--- src/rtl/mult4x4_seq.sv ---
// Sequential 4x4 unsigned multiplier built around one external 2x2 tile.
// Four partial products, one per cycle, are shifted and summed into an 8-bit accumulator.
//
// state | meaning
// IDLE  | waiting for start; tile operands forced to zero
// CALC  | stepping through the four partial products (step 0..3)
module mult4x4_seq (
  input  logic       clk,
  input  logic       rst_n,
  input  logic       start,
  input  logic [3:0] a,
  input  logic [3:0] b,
  output logic       busy,
  output logic       done,
  output logic [7:0] product,
  output logic [1:0] mul_a,
  output logic [1:0] mul_b,
  input  logic [3:0] mul_f
);

  typedef enum logic {IDLE, CALC} state_t;

  state_t     state, state_nxt;
  logic [1:0] step;
  logic [3:0] ra, rb;
  logic [7:0] acc;
  logic [2:0] shamt;
  logic [7:0] pp;
  logic       last_step;

  always_ff @(posedge clk or negedge rst_n) begin
    if (!rst_n) state <= IDLE;
    else        state <= state_nxt;
  end

  always_comb begin
    state_nxt = state;
    case (state)
      IDLE:    if (start) state_nxt = CALC;
      CALC:    if (last_step) state_nxt = IDLE;
      default: state_nxt = IDLE;
    endcase
  end

  // step[0] selects the high half of ra, step[1] the high half of rb; shift is 0,2,2,4
  always_comb begin
    mul_a = 2'd0;
    mul_b = 2'd0;
    shamt = 3'd0;
    if (state == CALC) begin
      mul_a = step[0] ? ra[3:2] : ra[1:0];
      mul_b = step[1] ? rb[3:2] : rb[1:0];
      shamt = {step[0] & step[1], step[0] ^ step[1], 1'b0};
    end
  end

  assign pp        = {4'd0, mul_f} << shamt;
  assign last_step = (step == 2'd3);
  assign busy      = (state == CALC);

  always_ff @(posedge clk or negedge rst_n) begin
    if (!rst_n) begin
      step    <= 2'd0;
      ra      <= 4'd0;
      rb      <= 4'd0;
      acc     <= 8'd0;
      product <= 8'd0;
      done    <= 1'b0;
    end else begin
      done <= 1'b0;
      case (state)
        IDLE: begin
          if (start) begin
            ra   <= a;
            rb   <= b;
            acc  <= 8'd0;
            step <= 2'd0;
          end
        end
        CALC: begin
          acc  <= acc + pp;
          step <= step + 2'd1;
          if (last_step) begin
            product <= acc + pp;
            done    <= 1'b1;
            step    <= 2'd0;
          end
        end
        default: step <= 2'd0;
      endcase
    end
  end

endmodule

--- config.mk ---
export PLATFORM = sky130hd
export DESIGN_NAME = mult4x4_seq
export DESIGN_NICKNAME = d
export VERILOG_FILES = /design/src/rtl/mult4x4_seq.sv
export SDC_FILE = /design/constraint.sdc
export NUM_CORES = 1
export LEC_CHECK = 0
export ABC_AREA = 0
export BUFFER_PORTS_ARGS = -buffer_cell sky130_fd_sc_hd__buf_2
export CAP_MARGIN = 30
export CORE_UTILIZATION = 25
export DETAILED_ROUTE_END_ITERATION = 16
export PLACE_DENSITY = 0.44
export SYNTH_ARGS = -nofsm -noshare
export SYNTH_HDL_FRONTEND = slang
export SYNTH_SLANG_ARGS = --single-unit
export TNS_END_PERCENT = 50
--- constraint.sdc ---
create_clock -name clk -period 2.57 [get_ports clk]
set_input_delay 0.3855 -clock clk [delete_from_list [all_inputs] [get_ports clk]]
set_output_delay 0.3855 -clock clk [all_outputs]
set_load 0.01 [all_outputs]
Yosys cells after proc, flatten, opt, wreduce, memory -nomap -nowiden
Index checks and enable logic that the tools add are counted.

storage, ports and cells
  bits in registers = 28
  latch bits = 0
  memory bits (writable) = 0
  bits in read-only memories = 0
  bits of input ports = 15
  output and inout port bits = 14
  logic and storage cells = 32
  memories = 0

operators by class
  $add $sub $neg = 2
  $mul = 0
  divide/modulo/power cells = 0
  magnitude comparators = 0
  equal/unequal tests = 2
  shift-type cells = 1
  mux-type cells = 15
  bitwise gates (word level) = 3
  reductions and logical operators = 2

operators by type and width
  operator               number
  $pmux W8 S2            1
  $mux W2                6
  $add A8 B8 Y8          1
  $mux W8                1
  $shl A4 B3 Y8          1
  $mux W1                4
  $pmux W2 S2            1
  $reduce_and A2 Y1      2
  $mux W3                1
  $add A2 B1 Y2 const B  1
  $eq A2 B2 Y1 const B   1
  $ne A2 B2 Y1 const B   1
  $pmux W1 S2            1
  $and A1 B1 Y1          1
  $not A1 Y1             1
  $xor A1 B1 Y1          1

Longest topological paths before layout
Gate-level depths: netlist of the first run.

  depth after elaboration = 5
  gate-level depth with buffers = 11
  mapped depth without buffers = 10

Worst setup path before layout of the first run
No wires, ideal clock.

  path type = register to register
  start = reg step[0]
  end = reg product[6]
  library setup time = 125 ps
  arrival = 2409 ps
  slack = 35 ps
  stages on the path, launching flop included = 12
  cell sequence = dfrtp_1 -> ha_1 -> buf_6 -> o21ai_0 -> and2_1 -> ha_1 -> fa_1 -> a21oi_2 -> o21ai_1 -> a21oi_2 -> xnor2_1 -> mux2_4

between the ends
  longest elaborated chain between the ends = 4
  elaborated cells on any way between the ends = 7
  those cells by class = 1 x add/sub; 1 x eq/ne; 1 x shift; 1 x mux; 2 x bitwise; 1 x reduce/logical

ends and longest elaborated chain
  what                                                   RTL line  RTL
  from (decl)                                            24        logic [1:0] step;
  from (signal assigned)                                 82        step <= step + 2'd1;
  $xor A1 B1 Y1 / $and A1 B1 Y1 (equally long branches)  53        shamt = {step[0] & step[1], step[0] ^ step[1], 1'b0};
  $mux W3                                                50        if (state == CALC) begin
  $shl A4 B3 Y8                                          57        assign pp = {4'd0, mul_f} << shamt;
  $add A8 B8 Y8                                          84        product <= acc + pp;
  to (signal assigned)                                   84
  to (decl)                                              15        output logic [7:0] product,

Parallel ways exist; a longest one is shown, timed or not.
A chain may end at the register's enable or synchronous reset.

Worst setup path in the final report of the first run
  start = reg step[1]
  end = reg product[6]

Same word-level chain as after synthesis.

==> reports/metrics.csv, run 1 <==
metric,value,unit
initial core utilization,25.8,%
Yosys top cell area share,45.9,%
port buffer count,28,
Syn-to-layout area delta,24.7,%
Pwr Total,0.00272,W
Final Net Count,188,
"EDFF count, synth",0,
Iteration-0 DRC Markers,27,
fmax,0.399,GHz
Finished Layout Cells,238,
final hold vios,0,
register area share after synthesis,45.9,%
crit path max fanout,5,
normalized max-slew margin,57.3,%
Sink Count,28,
clock root buffer master,clkbuf_8,
Crit path required time,2740,ps
Commonest cells post-synth,"28 x dfrtp_1, 14 x mux2_2, 8 x ha_1",
Worst-Margin Slew,641,ps
Row Count,28,
drt first pass iters,4,
CP arrival,2680,ps
Hold Path Class,primary input to asynchronous set/reset pin,
Synth area leaders,"dfrtp_1 46%, mux2_2 10%, ha_1 6.6%",
max-cap viol count,0,
vias in the first global route,1079,
CTS Buf Count,3,
DRT Wirelength,3200,um
Die W,80.2,um
most frequent cell after synthesis,dfrtp_1,
core box area,5920,um^2
first-pass GRT wire length,5200,um
Vias,1061,
all-layer global routing usage,10.7,%
# fillers,612,
Hold Slack,102,ps
clk_lat worst skew,290,ps
Yosys top cell by area,dfrtp_1,
antenna violations before repair,0,
CTS tree,built,
largest net degree at the start of global routing,29,
diodes inserted,0,
ys flop type,dfrtp_1,
clock slew seen by the registers of the worst setup and hold paths,100,ps
status,"finished, final reports clean",
fin crit period,2500,ps
nature of the critical path endpoint,flop,
deepest clock path buffer count,2,
DRC viols,0,
Post-Syn Area,1530,um^2
PwrDens,1430,nW/um^2
P_leak,0.917,nW
GPL Wtd Cong,0.797,
DP Area,1790,um^2
Final Core Density,32.2,%
"Design Area, Final",1910,um^2
synthesized instance count,123,
vias per cell,4.46,
die height,80.2,um
part of the cycle the worst path needs,97.4,%
ANT nets after route,0,
Die Footprint,6430,um^2
hold_buf cts,0,
Synthesized Nets,147,
final setup vio count,0,
Max VDD drop,0.479,mV
dpl hpwl,2330,um
Syn Area/Cell,12.4,um^2
final clock skew,7.83,ps
CP Launch Type,flop,
RSZ-0062 raised after global routing,true,
"Distinct cells, synth",34,
register bit total from synthesis,28,
yosys warns,0,
Final Slew Violations,0,
DR WL/cell,13.4,um
layout cell share with drive strength beyond 1,44.2,%
io pins,29,
dpl cells,231,
GRT overflow,0,
Crit Path Category,flop to flop,
Async SR Flop Fraction,100,%
CTS H-Tree Depth,1,
[path summary, 6_finish.rpt]
path                            start    endpoint  slack, ps  depth (start not counted)
max                           step[1]  product[6]         70                         11
min                             rst_n      acc[1]        100                          1
max reg2reg                   step[1]  product[6]         70                         11
min reg2reg                product[7]  product[7]        490                          2
max in group asynchronous       rst_n       rb[1]       2030                          1
min in group clk                 a[0]       ra[0]        320                          2
[layer usage]
layer,GRT usage [%],share of wire [%]
met1,13.7,47
met5,0,0
met3,1.82,4.3
met4,4.29,1.5
met2,17.8,47
[logic make-up (layout without fill, tap and decap cells)]
kind of cell,Yosys count,count (layout),synth area share [%]
XOR/XNOR,7,7,4.01
adder cells (fa/ha/maj),9,9,7.86
flip-flops,28,28,45.9
buffers and inverters,7,47,3.28
AND/OR/NAND/NOR,24,24,9.25
multiplexers,22,22,15.9
AO/OA/AOI/OAI,26,26,13.8
[worst max-delay path, cell delays in order (launching register included)]
cell and delay [ps]:
dfrtp_1 430, ha_4 290, buf_6 100, and2b_2 220, a22oi_2 150, nor2b_1 70, ha_1 340, a21oi_2 200
o21ai_1 100, a21oi_2 130, xnor2_1 100, mux2_4 260
[power by group]
| part | total (W) | internal (W) | switching, W |
|---|---|---|---|
| clock network | 0.000287 | 0.000138 | 0.000150 |
| registers | 0.000775 | 0.000656 | 0.000118 |
| logic | 0.00166 | 0.000876 | 0.000787 |
| total | 0.00272 | 0.00167 | 0.00106 |
[through the flow]
stage	setup slack [ps]	setup TNS [ps]
after detailed placement	13.3	0
after global routing	-49.0	-84.3
final	66.0	0
after CTS	1.96	0
after global placement	18.5	0
after floorplan	35.4	0
[repair_timing]
item,in CTS,in global routing
buffers inserted,0,3
pin swaps,1,9
setup endpoints to repair,1,8
gates resized for setup,0,6
[cells in the final DEF, fill, tap and decap left out, drive strengths merged]
cell / count
and2: 2
a32o: 2
and2b: 3
nand2: 5
mux2i: 7
o21bai: 1
nand2b: 1
a21oi: 5
mux2: 15
fa: 1
or2b: 1
or2: 1
xnor2: 3
nor2b: 7
inv: 3
nor3: 1
xor2: 4
o21ai: 5
nor2: 3
a22oi: 2
buf: 40
a21o: 2
ha: 8
o21a: 1
clkbuf: 4
dfrtp: 28
o31ai: 1
a22o: 7
[final cells by class]
cell class / instances / area (um^2) / area share, %
inverters: 3 / 11.3 / 0.591
well taps: 75 / 93.8 / 4.92
multi-input cells: 88 / 811 / 42.5
clock buffers: 4 / 55.1 / 2.89
flip-flops and latches: 28 / 701 / 36.8
repair buffers: 40 / 234 / 12.3
[registers in the layout, summed over array words and instances (netlist names)]
| name | count |
|---|---|
| product | 8 |
| busy | 1 |
| ra | 4 |
| acc | 8 |
| step | 2 |
| done | 1 |
| rb | 4 |
(Power assumes the default switching activity.)
==> run 2: changes to the inputs <==
--- a/config.mk
+++ b/config.mk
@@ -10,7 +10,6 @@
 export CAP_MARGIN = 30
 export CORE_UTILIZATION = 25
 export DETAILED_ROUTE_END_ITERATION = 16
-export PLACE_DENSITY = 0.44
 export SYNTH_ARGS = -nofsm -noshare
 export SYNTH_HDL_FRONTEND = slang
 export SYNTH_SLANG_ARGS = --single-unit
==> run 2 against run 1 <==
  * Total power is 2.0% lower
  * Die area stayed put
  * Sequential share of layout area grew 0.42 points
  * Worst hold slack gained 25 ps
  * Maximum frequency is 0.51% lower
  * Clock-buffer cell count did not move
  * Largest power group unchanged
==> reports/metrics.csv, run 2 (synthesis results as in run 1) <==
metric,value,unit
all-layer global routing usage,10.5,%
P_int,0.00164,W
Clock power frac,10.3,%
part of the cycle the worst path needs,97.9,%
vias per cell,4.44,
port buffer count,28,
Die Footprint,6430,um^2
CP arrival,2690,ps
CP Launch Type,flop,
first-pass GRT wire length,5100,um
final setup vio count,0,
fin crit period,2520,ps
Vias,1047,
GPL Wtd Cong,0.729,
Final Core Density,31.8,%
hold_buf cts,0,
deepest clock path buffer count,2,
CTS Buf Count,3,
Die W,80.2,um
nature of the critical path endpoint,flop,
Worst-Margin Slew,653,ps
GRT overflow,0,
clock slew seen by the registers of the worst setup and hold paths,100,ps
layout cell share with drive strength beyond 1,44.1,%
Sequential Power Share,28.9,%
Final Slew Violations,0,
CTS tree,built,
die height,80.2,um
status,"finished, final reports clean",
DRC viols,0,
antenna violations before repair,0,
RSZ-0062 raised after global routing,true,
drt first pass iters,4,
DRT Wirelength,3010,um
crit path max fanout,6,
clk_lat worst skew,270,ps
Largest regs,"acc (8), product (8)",
max-cap viol count,0,
P_leak,0.911,nW
ANT nets after route,0,
diodes inserted,0,
Syn-to-layout area delta,23.3,%
clock root buffer master,clkbuf_8,
io pins,29,
Hold Path Class,primary input to asynchronous set/reset pin,
final hold vios,0,
final clock skew,2.34,ps
switching pwr,0.00103,W
CTS H-Tree Depth,1,
Max VDD drop,0.562,mV
largest net degree at the start of global routing,29,
core box area,5920,um^2
DR WL/cell,12.8,um
Crit path required time,2740,ps
initial core utilization,25.8,%
setup_tns,0,ps
Row Count,28,
fmax,0.397,GHz
Sink Count,28,
Crit Path Category,flop to flop,
dpl hpwl,2180,um
vias in the first global route,1094,
PwrDens,1420,nW/um^2
Sw Share,38.4,%
most frequent cells in the layout,"28 x dfrtp_1, 28 x buf_2, 14 x mux2_2",
Iteration-0 DRC Markers,42,
Pwr Total,0.00267,W
Final Net Count,186,
Combinational Power Share,60.8,%
normalized max-slew margin,56.5,%
## run 2: final cells by class
type,count,area [um^2]
clock buffer,4,55.1
fill,614,4040
inverter,3,11.3
multi-input combinational,88,805
sequential,28,701
tap,75,93.8
timing repair buffer,38,219
## run 2: worst paths after layout
path | cells past startpoint | to | startpoint | slack (ps)
min | 1 | product[0] | rst_n | 130
min reg2reg | 1 | product[3] | product[3] | 510
max in group asynchronous | 1 | rb[2] | rst_n | 2030
max reg2reg | 11 | product[6] | step[0] | 50
min in group clk | 2 | ra[2] | a[2] | 340
max | 11 | product[6] | step[0] | 50
## run 2: timing repair
item / in CTS / in global routing
endpoints found under the setup margin: 0 / 7
setup buffers: 0 / 4
resized for setup: 0 / 6
## run 2: stage by stage
step | std cells | area, um^2 | hold WS, ps | worst slack (ps)
finish | 236 | 1880 | 127 | 53.0
global route | 236 | 1880 | 177 | -56.3
floorplan | 123 | 1530 | 89.9 | 35.4
detailed placement | 228 | 1770 | 455 | 29.8
CTS | 232 | 1820 | 141 | 15.2
global placement | 228 | 1770 | 448 | 46.5
## run 2: metal layers
| metal | wire length, um | vias up | track usage (%) |
|---|---|---|---|
| met1 | 1380 | 511 | 11.9 |
| li1 | - | 514 | - |
| met3 | 106 | 2 | 3.07 |
| met2 | 1510 | 20 | 19.4 |
| met5 | 0 | - | 0 |
| met4 | 17 | 0 | 2.14 |
## run 2: power groups by stage
stage	Clock [W]	Sequential, W	Combinational (W)
floorplan	0	0.000806	0.00113
global placement	0	0.000770	0.00150
detailed placement	0	0.000777	0.00152
CTS	0.000293	0.000768	0.00153
global route	0.000307	0.000800	0.00181
finish	0.000276	0.000772	0.00162
## run 2: critical path, cell delays in order, from the launching register on
cell and delay, ps:
dfrtp_1 430, ha_4 290, buf_6 100, and2b_2 220, a22oi_2 160, nor2b_1 70, ha_1 350, a21oi_2 180
o21ai_1 100, a21oi_2 170, xnor2_2 90, mux2_4 250
==> run 3: changes to the inputs <==
==> constraint.sdc (replaced) <==
create_clock -name clk -period 2.2 [get_ports clk]
set_input_delay 0.33 -clock clk [delete_from_list [all_inputs] [get_ports clk]]
set_output_delay 0.33 -clock clk [all_outputs]
set_load 0.01 [all_outputs]
==> run 3 against run 2 <==
  * Non-clock buffer count rose by 7
  * Clock power barely moved
  * Maximum frequency rose by 4.4%
  * Clock skew barely moved
  * Die area did not move
  * Core utilization rose by 1.1 points
  * Worst hold slack got worse by 58 ps
  * Design area rose by 3.3%
  * Largest cell class unchanged
  * Sequential share of layout area fell by 1.2 points
  * First-iteration DRC count fell by 64%
  * The run now ends with setup timing left
  * Cell count rose by 2.5%
==> reports/metrics.csv, run 3 (synthesis results as in run 1) <==
metric,value,unit
status,"complete, but fails checks",
failing checks,setup timing,
Clock power frac,8.6,%
dpl cells,237,
PwrDens,1670,nW/um^2
part of the cycle the worst path needs,110,%
P_int,0.00202,W
DR WL/cell,12.4,um
Worst-Margin Slew,640,ps
GRT overflow,0,
Iteration-0 DRC Markers,15,
CTS H-Tree Depth,1,
fmax,0.415,GHz
pre-CTS setup slack,-252,ps
fin crit period,2410,ps
Worst Path Buf+Inv,0,
core box area,5920,um^2
Sw Share,37.9,%
die height,80.2,um
first-pass GRT wire length,5220,um
Largest regs,"acc (8), product (8)",
crit path max fanout,5,
most frequent cells in the layout,"28 x dfrtp_1, 28 x buf_2, 17 x buf_4",
Row Count,28,
worst r2r src,step[1],
final setup vio count,9,
CP max stage cell,dfrtp_1,
Sequential Power Share,27.8,%
diodes inserted,0,
drt first pass iters,2,
Hold Path Class,primary input to asynchronous set/reset pin,
io pins,29,
nature of the critical path endpoint,flop,
hold_buf cts,0,
vias in the first global route,1126,
RSZ-0062 raised after global routing,true,
Final Net Count,193,
crit-path max cell delay,420,ps
CP most frequent cell,a21oi_2,
Pwr Total,0.00325,W
clock root buffer master,clkbuf_8,
switching pwr,0.00123,W
ANT nets after route,0,
layout cell share with drive strength beyond 1,49.1,%
CP Launch Type,flop,
clock slew seen by the registers of the worst setup and hold paths,90,ps
dpl hpwl,2270,um
initial core utilization,25.8,%
Vias,1048,
final clock skew,2.37,ps
Die W,80.2,um
deepest clock path buffer count,2,
Die Footprint,6430,um^2
max-cap viol count,0,
all-layer global routing usage,10.8,%
post-route setup slack,-211,ps
P_leak,0.940,nW
Final Slew Violations,0,
antenna violations before repair,0,
Hold Slack,69.3,ps
DRT Wirelength,3000,um
CP arrival,2580,ps
CTS Buf Count,3,
DRC viols,0,
Crit path required time,2370,ps
Finished Layout Cells,242,
Crit. Startpoint,step[1],
Combinational Power Share,63.7,%
GPL Wtd Cong,0.774,
Crit Path Category,flop to flop,
port buffer count,28,
Syn-to-layout area delta,27.4,%
Sink Count,28,
CTS tree,built,
Max VDD drop,0.618,mV
family with the most delay on the worst path,adder cells,
largest net degree at the start of global routing,29,
setup_tns,-988,ps
worst path cell trace,"ha_4, and2b_2, a22oi_2, nor2b_1, ha_1, a21oi_2, o21ai_1, a21oi_2, xnor2_2, mux2_4",
final hold vios,0,
vias per cell,4.33,
normalized max-slew margin,57.3,%
clk_lat worst skew,270,ps
run 3: cell count changes in the layout (fill, tap and decap cells not counted), sizes merged:
cell and change:
buf +7, clkbuf -1
run 3: layout make-up:
| cell class | count | area (um^2) |
|---|---|---|
| clock buffers | 3 | 41.3 |
| fillers | 623 | 3970 |
| inverters | 3 | 11.3 |
| multi-input cells | 88 | 832 |
| flip-flops and latches | 28 | 701 |
| well taps | 75 | 93.8 |
| repair buffers | 45 | 268 |
run 3: worst reg2reg max path, cell delays in order, from the launching register on:
cell,delay (ps)
dfrtp_1,420
ha_4,300
and2b_2,230
a22oi_2,140
nor2b_1,70
ha_1,330
a21oi_2,190
o21ai_1,100
a21oi_2,180
xnor2_2,90
mux2_4,260
run 3: power by group through the flow:
stage               clock (W)  sequential (W)  combinational [W]
floorplan                   0        0.000942            0.00133
global placement            0        0.000902            0.00194
detailed placement          0        0.000909            0.00196
CTS                  0.000297        0.000906            0.00202
global route         0.000312        0.000939            0.00228
finish               0.000278        0.000903            0.00207
run 3: final timing paths:
path	endpoint	slack, ps	depth (start not counted)
worst max-delay path	product[6]	-210	10
worst min-delay path	acc[0]	70	1
worst max register to register	product[6]	-210	10
worst min register to register	product[0]	500	1
max in group asynchronous	acc[3]	1720	1
min in group clk	ra[0]	280	2
run 3: timing repair:
| item | in CTS | in global routing |
|---|---|---|
| buffers inserted | 1 | 1 |
| hold endpoints to repair | 0 | 0 |
| pin swaps | 4 | 3 |
| gates resized for setup | 3 | 6 |
| endpoints found under the setup margin | 12 | 12 |
run 3: stage by stage:
step                utilization (%)  instance area (um^2)
floorplan                         -                  1530
global placement               31.0                  1840
detailed placement             31.0                  1840
CTS                            32.3                  1910
global route                   32.9                  1950
finish                         32.9                  1950
run 3: metal layers:
| metal | GRT usage [%] | vias to the layer above | part of all wire, % |
|---|---|---|---|
| li1 | - | 527 | - |
| met1 | 12.7 | 500 | 48 |
| met2 | 19.0 | 19 | 48 |
| met3 | 3.18 | 2 | 3.5 |
| met4 | 2.68 | 0 | 0.57 |
| met5 | 0 | - | 0 |
